`src/rtl/mmm_mac_writeback.sv`:
```
// MAC writeback stage for the matrix-multiply datapath: delays FSM control to
// match A/B read latency, accumulates MATRIX_DIM products, writes each C word.
module mmm_mac_writeback #(
  parameter int MATRIX_DIM   = 8,
  parameter int ADDR_WIDTH   = 6,
  parameter int DATA_WIDTH   = 8,
  parameter int ACC_WIDTH    = 2*DATA_WIDTH + $clog2(MATRIX_DIM),
  parameter int READ_LATENCY = 1
) (
  input  logic                         CLK,
  input  logic                         rst,
  input  logic                         clear,
  input  logic                         mac_enable,
  input  logic [ADDR_WIDTH-1:0]        addr_c,
  input  logic signed [DATA_WIDTH-1:0] a_data,
  input  logic signed [DATA_WIDTH-1:0] b_data,
  output logic                         c_we,
  output logic [ADDR_WIDTH-1:0]        c_addr,
  output logic signed [ACC_WIDTH-1:0]  c_data,
  output logic                         done
);

  localparam int K_WIDTH = (MATRIX_DIM > 1) ? $clog2(MATRIX_DIM) : 1;
  localparam int P_WIDTH = 2*DATA_WIDTH;
  localparam logic [K_WIDTH-1:0]    K_LAST     = K_WIDTH'(MATRIX_DIM-1);
  localparam logic [ADDR_WIDTH-1:0] ADDR_FINAL = ADDR_WIDTH'(MATRIX_DIM*MATRIX_DIM-1);

  logic [READ_LATENCY-1:0] en_sr_q, en_sr_d;
  logic [ADDR_WIDTH-1:0]   addr_sr_q [READ_LATENCY];
  logic [ADDR_WIDTH-1:0]   addr_sr_d [READ_LATENCY];

  logic [K_WIDTH-1:0]          k_q, k_d;
  logic                        valid_p_q, valid_p_d;
  logic                        first_p_q, first_p_d;
  logic                        last_p_q, last_p_d;
  logic [ADDR_WIDTH-1:0]       addr_p_q, addr_p_d;
  logic signed [P_WIDTH-1:0]   p_q, p_d;
  logic signed [ACC_WIDTH-1:0] acc_q, acc_d;
  logic                        c_we_q, c_we_d;
  logic                        done_q, done_d;
  logic [ADDR_WIDTH-1:0]       c_addr_q, c_addr_d;
  logic signed [ACC_WIDTH-1:0] c_data_q, c_data_d;

  logic                        en_d;
  logic [ADDR_WIDTH-1:0]       addr_d;
  logic signed [P_WIDTH-1:0]   a_ext, b_ext, prod;
  logic signed [ACC_WIDTH-1:0] p_ext, acc_base, acc_sum;

  assign en_d   = en_sr_q[READ_LATENCY-1];
  assign addr_d = addr_sr_q[READ_LATENCY-1];

  // Control delay line; clear drops every term still waiting on its read data.
  always_comb begin
    en_sr_d = '0;
    for (int i = 0; i < READ_LATENCY; i++) addr_sr_d[i] = addr_sr_q[i];
    en_sr_d[0]   = mac_enable & ~clear;
    addr_sr_d[0] = addr_c;
    for (int i = 1; i < READ_LATENCY; i++) begin
      en_sr_d[i]   = en_sr_q[i-1] & ~clear;
      addr_sr_d[i] = addr_sr_q[i-1];
    end
  end

  assign a_ext = P_WIDTH'(a_data);
  assign b_ext = P_WIDTH'(b_data);
  assign prod  = a_ext * b_ext;

  always_comb begin
    k_d       = k_q;
    valid_p_d = 1'b0;
    first_p_d = first_p_q;
    last_p_d  = last_p_q;
    addr_p_d  = addr_p_q;
    p_d       = p_q;
    if (clear) begin
      k_d = '0;
    end else if (en_d) begin
      k_d       = (k_q == K_LAST) ? '0 : k_q + 1'b1;
      valid_p_d = 1'b1;
      first_p_d = (k_q == '0);
      last_p_d  = (k_q == K_LAST);
      addr_p_d  = addr_d;
      p_d       = prod;
    end
  end

  assign p_ext    = p_q;
  assign acc_base = first_p_q ? '0 : acc_q;
  assign acc_sum  = acc_base + p_ext;

  // Writeback captures acc_sum directly so the next element's first term can
  // overwrite acc in the same cycle the finished word is presented.
  always_comb begin
    acc_d    = acc_q;
    c_we_d   = 1'b0;
    done_d   = 1'b0;
    c_addr_d = c_addr_q;
    c_data_d = c_data_q;
    if (clear) begin
      acc_d = '0;
    end else if (valid_p_q) begin
      acc_d = acc_sum;
      if (last_p_q) begin
        c_we_d   = 1'b1;
        c_addr_d = addr_p_q;
        c_data_d = acc_sum;
        done_d   = (addr_p_q == ADDR_FINAL);
      end
    end
  end

  always_ff @(posedge CLK or posedge rst) begin
    if (rst) begin
      en_sr_q   <= '0;
      for (int i = 0; i < READ_LATENCY; i++) addr_sr_q[i] <= '0;
      k_q       <= '0;
      valid_p_q <= 1'b0;
      first_p_q <= 1'b0;
      last_p_q  <= 1'b0;
      addr_p_q  <= '0;
      p_q       <= '0;
      acc_q     <= '0;
      c_we_q    <= 1'b0;
      done_q    <= 1'b0;
      c_addr_q  <= '0;
      c_data_q  <= '0;
    end else begin
      en_sr_q   <= en_sr_d;
      for (int i = 0; i < READ_LATENCY; i++) addr_sr_q[i] <= addr_sr_d[i];
      k_q       <= k_d;
      valid_p_q <= valid_p_d;
      first_p_q <= first_p_d;
      last_p_q  <= last_p_d;
      addr_p_q  <= addr_p_d;
      p_q       <= p_d;
      acc_q     <= acc_d;
      c_we_q    <= c_we_d;
      done_q    <= done_d;
      c_addr_q  <= c_addr_d;
      c_data_q  <= c_data_d;
    end
  end

  assign c_we   = c_we_q;
  assign done   = done_q;
  assign c_addr = c_addr_q;
  assign c_data = c_data_q;

endmodule

```
`config.mk`:
```
export PLATFORM = sky130hd
export DESIGN_NAME = mmm_mac_writeback
export DESIGN_NICKNAME = d
export VERILOG_FILES = /design/src/rtl/mmm_mac_writeback.sv
export SDC_FILE = /design/constraint.sdc
export NUM_CORES = 1
export LEC_CHECK = 0
export BUFFER_PORTS_ARGS = -buffer_cell sky130_fd_sc_hd__clkbuf_2
export CORE_MARGIN = 5
export CORE_UTILIZATION = 50
export DETAILED_ROUTE_END_ITERATION = 12
export PLACE_DENSITY = 0.68
export SYNTH_ARGS = -nofsm -noshare
export SYNTH_HDL_FRONTEND = slang
export SYNTH_SLANG_ARGS = --single-unit
```
`constraint.sdc`:
```
create_clock -name CLK -period 5.8 [get_ports CLK]
set_input_delay 0.58 -clock CLK [delete_from_list [all_inputs] [get_ports CLK]]
set_output_delay 0.58 -clock CLK [all_outputs]
set_load 0.02 [all_outputs]
```
==> impl_metrics.py <==
metrics = {
    "outcome": {
        "status": "finished clean",
    },
    "detailed_routing": {
        "vias": 4710,
        "dr.pass1.iters": 5,
        "drc": 0,
        "routedWlPerCell_um": 14.19,
        "drtIter0Drc": 216,
        "ant_nets": 0,
        "vias_per_cell": 5.136,
        "wirelength_mm": 13.01,
    },
    "clock_tree": {
        "clk_pin_slew_ps": 60,
        "cts_resized": 0,
        "cts_sinks": 81,
        "root_buffer": "clkbuf_16",
        "htree_levels": 3,
        "cts_made_buffers": 9,
        "cts_buffer_depth": 2,
        "cts_tree": "built",
        "clkLatencyLatePin_ps": 340,
        "postCtsHoldBufs": 0,
        "cts_post_setup_buffers_inserted": 0,
    },
    "floorplan": {
        "row_count": 42,
        "pin_count": 53,
        "start_util_pct": 50.58,
        "die_w_um": 125.1,
        "core_um2": 13090,
        "die-area_um2": 15640,
        "fp.dieH_um": 125.1,
    },
    "sta": {
        "setup_violations": 0,
        "min_period_ps": 4749,
        "fin_setup_tns_ps": 0,
        "slew_viol_final": 0,
        "finalCritPeriodShare_pct": 81.88,
        "slew_headroom_pct": 25.49,
        "fmax_mhz": 210.6,
        "skew_ps": 11.89,
        "grt_setup_unrepaired": "no",
        "tightest_slew_ps": 1118,
        "finalHoldViolCount": 0,
    },
    "setup_path": {
        "cp.arrival_ps": 4950,
        "r2r-start": "first_p_q$_DFFE_PP0P_",
        "reg2reg_depth": 11,
        "critPathLaunchType": "input port",
        "reg2reg_slack_ps": 2720,
        "timing.rr.end": "acc_q[14]$_DFFE_PP0P_",
        "endpoint_kind": "register",
        "crit_fanout": 8,
        "cp_data_required_time_ps": 6000,
        "crit_type": "input port to register",
        "crit_start": "b_data[2]",
    },
    "yosys": {
        "syn-mean-instance-area_um2": 9.606,
        "ys.flop_type": "dfrtp_1",
        "seq_area_frac_synth_pct": 30.62,
        "synth_edf_count": 0,
        "synthCells": 689,
        "yosysWarnings": 0,
        "postSynth.asyncResetShare_pct": 100.0,
        "synth_seq_cells": 81,
        "synth_cell_types": 59,
        "netlist_area_um2": 6619,
        "synth_nets": 821,
    },
    "global_route": {
        "grt_antenna_before_repair": 0,
        "grt_pass1_vias": 4948,
        "grt_max_degree": 82,
        "grt_usage_pct": 17.69,
        "grt_pass1_wl_mm": 22.91,
        "grt-ovfl-total": 0,
    },
    "pwr": {
        "p_per_area_nw_per_um2": 338.8,
        "leakage_nw": 3.634,
        "ir_drop_mv": 0.3375,
    },
    "final_layout": {
        "instances_no_fill": 917,
        "layout_common_cells": "inv_1, dfrtp_1, nand2_1, fa_1, clkbuf_2",
        "syn_to_final_growth_pct": 10.76,
        "nets": 868,
        "diodes": 0,
        "drive_gt1_share_pct": 13.77,
        "n_fill_cell": 1175,
        "final_common_cell": "inv_1",
    },
    "placement": {
        "dp_cells": 901,
        "io_buffers": 52,
        "gp_congestion": 0.8714,
        "dp.final_hpwl_mm": 10.29,
    },
    "min_path": {
        "hp-start": "addr_c[0]",
        "min_to": "addr_d[0]$_DFF_PP0_",
        "hold_depth": 1,
        "hold_path_class": "input port to register",
    },
    "flow_run": {
        "cap_violations": 0,
    },
}
through the flow:
step           instance area, um2  hold slack, ps  utilization [%]  worst slack [ps]  power (W)
6_report                     7331           340.6            56.02              1051   0.002484
4_1_cts                      7331           330.7            56.02              1039   0.002521
2_1_floorplan                6619           442.2                -              1115   0.001692
3_5_place_dp                 7049           463.7            53.87             699.1   0.001975
3_3_place_gp                 7049           456.4            53.87             788.6   0.001939
5_1_grt                      7331           325.5            56.02             712.3   0.002739
registers in the layout, summed over array words and instances (netlist names):
signal     flops
last_p_q       1
en_d           1
valid_p_q      1
c_addr         6
c_we           1
c_data        19
addr_d         6
k_q            3
acc_q         19
p_q           16
addr_p_q       6
done           1
first_p_q      1
worst max path at each step:
stage / to / cells after the start
2_1_floorplan: p_q[15]$_DFFE_PP0P_ / 17
3_3_place_gp: p_q[15]$_DFFE_PP0P_ / 18
3_5_place_dp: p_q[15]$_DFFE_PP0P_ / 19
4_1_cts: p_q[15]$_DFFE_PP0P_ / 19
5_1_grt: p_q[15]$_DFFE_PP0P_ / 19
6_report: p_q[15]$_DFFE_PP0P_ / 19
layer usage:
| metal | vias up | global-route usage, % | part of all wire, % |
|---|---|---|---|
| met4 | 0 | 5.676 | 2.0 |
| met5 | - | 0 | 0 |
| li1 | 2323 | - | - |
| met2 | 66 | 31.00 | 52 |
| met3 | 19 | 3.241 | 2.6 |
| met1 | 2302 | 22.20 | 43 |
cell usage after synthesis (2+ instances only):
master | n | area share (%)
inv_1 | 95 | 5.4
buf_1 | 4 | 0.23
mux2i_1 | 11 | 1.7
nor2b_1 | 26 | 2.5
nand4_1 | 2 | 0.19
nor3_1 | 11 | 0.83
o211a_1 | 2 | 0.30
xnor2_1 | 13 | 1.7
mux2_2 | 16 | 2.7
nor2_1 | 36 | 2.0
a211oi_1 | 7 | 0.79
nor3b_1 | 3 | 0.34
a21boi_0 | 2 | 0.23
o31ai_1 | 5 | 0.57
nand2_1 | 80 | 4.5
o21bai_1 | 2 | 0.23
ha_1 | 50 | 9.5
o21a_1 | 11 | 1.2
xor2_1 | 14 | 1.9
o21ai_0 | 36 | 2.7
fa_1 | 56 | 17
nor4_1 | 2 | 0.19
o22ai_1 | 2 | 0.19
a21o_1 | 6 | 0.68
o21ai_1 | 4 | 0.30
buf_2 | 4 | 0.30
clkbuf_1 | 11 | 0.62
or4b_1 | 2 | 0.30
and2_1 | 39 | 3.7
nand2b_1 | 9 | 0.85
nand3_1 | 7 | 0.53
a21oi_1 | 14 | 1.1
dfrtp_1 | 81 | 31
critical path, cell delays in order:
cell and delay [ps]:
clkbuf_2 140, nand2_1 180, inv_1 80, fa_1 580, inv_1 150, fa_1 550
inv_1 50, fa_1 520, inv_1 50, fa_1 520, inv_1 40, ha_1 340
and2_1 180, o21ai_0 120, o311ai_0 230, a21o_1 230, a21oi_1 160, xnor2_1 130
o21ai_0 90
cell families (layout without fill, tap and decap cells):
family / after synthesis / in the layout / share of synthesized area (%)
flip-flops: 81 / 81 / 30.62
adder cells (fa/ha/maj): 106 / 106 / 26.39
AO/OA/AOI/OAI: 105 / 105 / 10.66
buffers and inverters: 115 / 167 / 6.616
XOR/XNOR: 28 / 28 / 3.819
AND/OR/NAND/NOR: 227 / 227 / 17.50
multiplexers: 27 / 27 / 4.386
layout make-up:
class | count | area [um2] | area share [%]
multi-input combinational | 493 | 4154 | 56.66
clock inverter | 6 | 42.54 | 0.5803
clock buffer | 10 | 239.0 | 3.260
sequential | 81 | 2027 | 27.65
timing repair buffer | 56 | 290.3 | 3.960
tap | 176 | 220.2 | 3.004
inverter | 95 | 357.8 | 4.881
where the power goes:
group / internal, W / leakage [nW] / switching (W) / total [W]
clock network: 0.000302 / 0.135 / 0.000231 / 0.000533
registers: 0.000637 / 1.07 / 0.0000736 / 0.000711
logic: 0.000541 / 2.43 / 0.000699 / 0.00124
No activity file was read; power rests on OpenSTA's default activity.
